`src/rtl/branch_target_predictor.sv`:
```
// Direct-mapped branch target buffer with 2-bit direction counters for IF.
// Lookup is combinational from pre-edge state; ID resolutions train it one per cycle.
module branch_target_predictor #(
  parameter int          ADDR_W   = 32,
  parameter int          ENTRIES  = 16,
  parameter logic [1:0]  CNT_INIT = 2'b01,
  parameter int          STAT_W   = 16
) (
  input  logic              clk,
  input  logic              reset,
  input  logic [ADDR_W-1:0] lookup_pc,
  output logic              pred_hit,
  output logic              pred_taken,
  output logic [ADDR_W-1:0] pred_target,
  input  logic              upd_valid,
  input  logic [ADDR_W-1:0] upd_pc,
  input  logic              upd_taken,
  input  logic [ADDR_W-1:0] upd_target,
  input  logic              upd_mispredict,
  input  logic              clear,
  output logic [STAT_W-1:0] stat_updates,
  output logic [STAT_W-1:0] stat_mispredicts
);
  localparam int IDX_W = $clog2(ENTRIES);
  localparam int TAG_W = ADDR_W - IDX_W - 2;

  logic [ENTRIES-1:0]             valid;
  logic [ENTRIES-1:0][TAG_W-1:0]  tagArr;
  logic [ENTRIES-1:0][ADDR_W-1:0] targetArr;
  logic [ENTRIES-1:0][1:0]        ctr;

  logic [IDX_W-1:0] lkIdx, updIdx;
  logic [TAG_W-1:0] lkTag, updTag;
  logic             updHit;

  assign lkIdx  = lookup_pc[IDX_W+1:2];
  assign lkTag  = lookup_pc[ADDR_W-1:IDX_W+2];
  assign updIdx = upd_pc[IDX_W+1:2];
  assign updTag = upd_pc[ADDR_W-1:IDX_W+2];

  assign pred_hit    = valid[lkIdx] && (tagArr[lkIdx] == lkTag);
  assign pred_taken  = pred_hit && ctr[lkIdx][1];
  assign pred_target = pred_taken ? targetArr[lkIdx] : lookup_pc + ADDR_W'(4);

  assign updHit = valid[updIdx] && (tagArr[updIdx] == updTag);

  // clear wins over any same-cycle training; ctr/target are left stale on clear
  always_ff @(posedge clk or negedge reset) begin
    if (!reset) begin
      valid     <= '0;
      ctr       <= {ENTRIES{CNT_INIT}};
      tagArr    <= '0;
      targetArr <= '0;
    end else if (clear) begin
      valid <= '0;
    end else if (upd_valid) begin
      if (updHit) begin
        if (upd_taken) begin
          if (ctr[updIdx] != 2'b11) ctr[updIdx] <= ctr[updIdx] + 2'd1;
          targetArr[updIdx] <= upd_target;
        end else if (ctr[updIdx] != 2'b00) begin
          ctr[updIdx] <= ctr[updIdx] - 2'd1;
        end
      end else if (upd_taken) begin
        valid[updIdx]     <= 1'b1;
        tagArr[updIdx]    <= updTag;
        targetArr[updIdx] <= upd_target;
        ctr[updIdx]       <= 2'b10;
      end
    end
  end

  // statistics saturate and survive clear
  always_ff @(posedge clk or negedge reset) begin
    if (!reset) begin
      stat_updates     <= '0;
      stat_mispredicts <= '0;
    end else if (upd_valid) begin
      if (stat_updates != '1) stat_updates <= stat_updates + STAT_W'(1);
      if (upd_mispredict && stat_mispredicts != '1)
        stat_mispredicts <= stat_mispredicts + STAT_W'(1);
    end
  end
endmodule

```
`config.mk`:
```
export PLATFORM = sky130hd
export DESIGN_NAME = branch_target_predictor
export DESIGN_NICKNAME = d
export VERILOG_FILES = /design/src/rtl/branch_target_predictor.sv
export SDC_FILE = /design/constraint.sdc
export NUM_CORES = 2
export LEC_CHECK = 0
export CAP_MARGIN = 20
export CORE_UTILIZATION = 50
export DETAILED_ROUTE_END_ITERATION = 8
export GPL_TIMING_DRIVEN = 0
export PLACE_DENSITY = 0.7
export SETUP_SLACK_MARGIN = 0.3
export SYNTH_ARGS = -nofsm -noshare
export SYNTH_HDL_FRONTEND = slang
export SYNTH_SLANG_ARGS = --single-unit
export TNS_END_PERCENT = 5
```
`constraint.sdc`:
```
create_clock -name clk -period 5.2 [get_ports clk]
set_clock_uncertainty 0.05 [all_clocks]
set_input_delay 1.04 -clock clk [delete_from_list [all_inputs] [get_ports clk]]
set_output_delay 1.04 -clock clk [all_outputs]
set_load 0.005 [all_outputs]
```
==> results.sh <==
export IMPL_crit_type="input port to output port"
export IMPL_design_core_area_um2=102000
export IMPL_place_hpwl_um=120000
export IMPL_hold_class="input port to asynchronous set/reset pin"
export IMPL_slew_headroom=0.217
export IMPL_end_kind="output port"
export IMPL_max_stage_delay_ps=650
export IMPL_synth_fa_ha_area_frac=0.00121
export IMPL_track_usage=0.336
export IMPL_antenna_found_initial=12
export IMPL_setup_viol=34
export IMPL_drv_slew=0
export IMPL_violations="negative setup slack"
export IMPL_synth_edf_count=0
export IMPL_h_tree_depth=3
export IMPL_fp_dieH_um=324
export IMPL_synth_top_family_by_area="multiplexers"
export IMPL_numCtsBuffers=108
export IMPL_drt_wl_total_um=175000
export IMPL_path_depth=14
export IMPL_cap_viol_max_count=0
export IMPL_worst_pin_slew_ps=1170
export IMPL_port_buffers=157
export IMPL_yosys_warnings=0
export IMPL_syn_area_per_cell_um2=15.1
export IMPL_ys_top_cells_by_count="dfrtp_1, mux2_2, mux4_2"
export IMPL_cts_tree="yes"
export IMPL_rows=117
export IMPL_synth_compound_area_frac=0.0286
export IMPL_pwr_share_comb=0.180
export IMPL_finalCriticalPeriod_ps=5790
export IMPL_drtIter0Drc=3869
export IMPL_period_share=1.11
export IMPL_synth_top_area_frac=0.479
export IMPL_ys_flop_type="dfrtp_1"
export IMPL_start_util=0.507
export IMPL_routabilityCongestion=1.01
export IMPL_critical_path_slowest_cell="clkbuf_2"
export IMPL_synthTopCellsByArea="dfrtp_1, mux2_2, mux4_2"
export IMPL_outcome="complete, but fails checks"
export IMPL_crit_arrival_ps=4700
export IMPL_synth_nets=3537
export IMPL_drive_above_1_share=0.470
export IMPL_path_clk_slew_ps=60
export IMPL_worst_r2r_path_depth=11
export IMPL_power_leakage_uw=0.0275
export IMPL_area_growth_pct=18.5
export IMPL_worst_slack_ps=-595
export IMPL_cp_data_required_time_ps=4110
export IMPL_synthCells=3430
export IMPL_synth_distinct_cells=84
export IMPL_nFillCells=7795
export IMPL_clock_latency_ps=740
export IMPL_yosys_area_share_xor_xnor=0.0167
export IMPL_ys_async_sr_fraction=1.00
export IMPL_post_route_util=0.601
export IMPL_pin_count=168
export IMPL_critPathMaxFanout=10
export IMPL_synthSimpleGateAreaFrac=0.0358
export IMPL_antenna_left=0
export IMPL_grt_pass1_vias=34729
export IMPL_grt_max_degree=148
export IMPL_p_sw_uw=5940
export IMPL_grt_ovfl_total=0
export IMPL_crit_path_start_kind="input port"
export IMPL_path_delay_family="buffers and inverters"
export IMPL_avgRoutedWirePerCell_um=33.4
export IMPL_intPower_uw=15900
export IMPL_crit_chain="clkbuf_4 -> buf_2 -> buf_16 -> clkbuf_2 -> a21oi_1 -> xor2_1 -> nand4b_1 -> nor4_4 -> buf_4 -> buf_6 -> buf_8 -> buf_8 -> mux2_4 -> buf_6"
export IMPL_clock_path_buffers=3
export IMPL_vias_per_cell=6.59
export IMPL_regArea_um2=25200
export IMPL_hold_viol_final=0
export IMPL_hold_buffers=0
export IMPL_pre_cts_ws_ps=-3460
export IMPL_cts_num_sinks=1008
export IMPL_synth_seq_cells=1008
export IMPL_via_count=34573
export IMPL_synth_mux_area_frac=0.401
export IMPL_grt_pass1_wl_um=251000
export IMPL_multi_input_area_um2=25700
export IMPL_dieArea_um2=105000
export IMPL_nets=3893
export IMPL_yosysMostFrequentCell="dfrtp_1"
export IMPL_pwr_share_seq=0.439
export IMPL_die_w_um=324
export IMPL_switching_share=0.272
export IMPL_irDropWorstVdd_mv=0.346
export IMPL_dr_pass1_iters=6
export IMPL_synth_top_area_cell="dfrtp_1"
export IMPL_critPathBufInv=9
export IMPL_netlist_area_um2=51900
export IMPL_drc=0
export IMPL_clock_fmax_mhz=173
export IMPL_p_clk_frac=0.381
export IMPL_grt_setup_unrepaired="yes"
export IMPL_p_per_area_nw_per_um2=355
export IMPL_synth_seq_area_share=0.487
export IMPL_cts_root_buf="clkbuf_16"
## area by class of cell
type / count / share of cell area
Antenna cell: 1 / 0.0000407
Buffer: 291 / 0.0346
Clock buffer: 154 / 0.0507
Clock inverter: 45 / 0.0114
Inverter: 26 / 0.00159
Multi-Input combinational cell: 2105 / 0.419
Sequential cell: 1008 / 0.411
Tap cell: 1368 / 0.0278
Timing Repair Buffer: 246 / 0.0442
## routing by layer
layer	vias up	global-route usage	routed length, um
met5	-	0	150
met2	1879	0.506	78500
met1	18472	0.461	70300
li1	13730	-	-
met3	470	0.0873	17000
met4	22	0.143	9090
## through the flow
stage	instances	power (uW)	instance area, um^2	setup TNS [ps]	hold slack (ps)
5_1_grt	5243	22500	61500	-17230	242
2_1_floorplan	3430	11900	52100	0	410
3_5_place_dp	4977	13300	55800	-399690	436
3_3_place_gp	4955	13300	55400	-	425
6_report	5244	21800	61500	-17880	220
4_1_cts	5209	21700	60800	-15980	197
## cell families after synthesis
group,Yosys count
muxes,1454
DFF,1008
and+or+nand+nor,349
buffers and inverters,317
AOI/OAI and AO/OA,198
xor gates and xnor gates,99
adders and majority gates,5
## power by group through the flow
| stage | Clock [uW] | Combinational, uW | Sequential (uW) |
|---|---|---|---|
| floorplan | 0 | 2410 | 9450 |
| global placement | 0 | 3560 | 9710 |
| detailed placement | 0 | 3660 | 9680 |
| CTS | 8380 | 3800 | 9550 |
| global route | 8680 | 4130 | 9700 |
| finish | 8310 | 3930 | 9590 |
## cells in the final DEF, fill, tap and decap left out, types with 19 or more instances in the layout
| master | Yosys | routed |
|---|---|---|
| a22o_1 | 19 | 19 |
| buf_1 | 40 | 21 |
| buf_12 | 0 | 19 |
| buf_2 | 47 | 34 |
| buf_4 | 14 | 63 |
| buf_6 | 29 | 79 |
| clkbuf_1 | 159 | 135 |
| clkbuf_16 | 0 | 116 |
| clkbuf_2 | 0 | 28 |
| clkbuf_8 | 0 | 31 |
| clkdlybuf4s50_1 | 0 | 120 |
| dfrtp_1 | 992 | 992 |
| inv_1 | 25 | 25 |
| mux2_1 | 121 | 116 |
| mux2_2 | 754 | 729 |
| mux2_4 | 118 | 148 |
| mux2i_1 | 95 | 81 |
| mux4_2 | 366 | 366 |
| nand2_1 | 80 | 79 |
| nand3_1 | 44 | 44 |
| nand4_1 | 28 | 28 |
| nor2_1 | 81 | 77 |
| nor2b_1 | 26 | 23 |
| xnor2_1 | 69 | 58 |
| xor2_1 | 30 | 29 |
## worst register-to-register path, cell delays in order (launching register included)
cell and delay [ps]:
dfrtp_1 410, mux4_2 550, xnor2_1 160, a2111oi_2 430, o221ai_1 270, a221oi_2 370, o2111ai_1 260, nor4_4 710
buf_8 290, or2b_4 220, buf_8 240, mux2_1 370
## sequential cells by signal, indices dropped and copies added (netlist names)
register          flops
targetArr           512
tagArr              416
ctr                  32
stat_mispredicts     16
stat_updates         16
valid                16
## final timing paths
check                           startpoint         endpoint  slack (ps)
setup / recovery              lookup_pc[5]  pred_target[20]        -590
hold / removal                       reset      tagArr[142]         220
setup reg to reg               tagArr[185]      tagArr[204]         720
hold reg to reg            stat_updates[6]  stat_updates[6]         440
max in group asynchronous            reset   targetArr[341]        2540
min in group clk           stat_updates[6]  stat_updates[6]         440
## repair_timing
action,4_1_cts,5_1_grt
endpoints found under the hold margin,0,0
cloned,4,2
gates resized for setup,358,92
endpoints found under the setup margin,416,340
pin swaps,11,27
buffers inserted,29,32
Power figures use the tool's default switching activity.
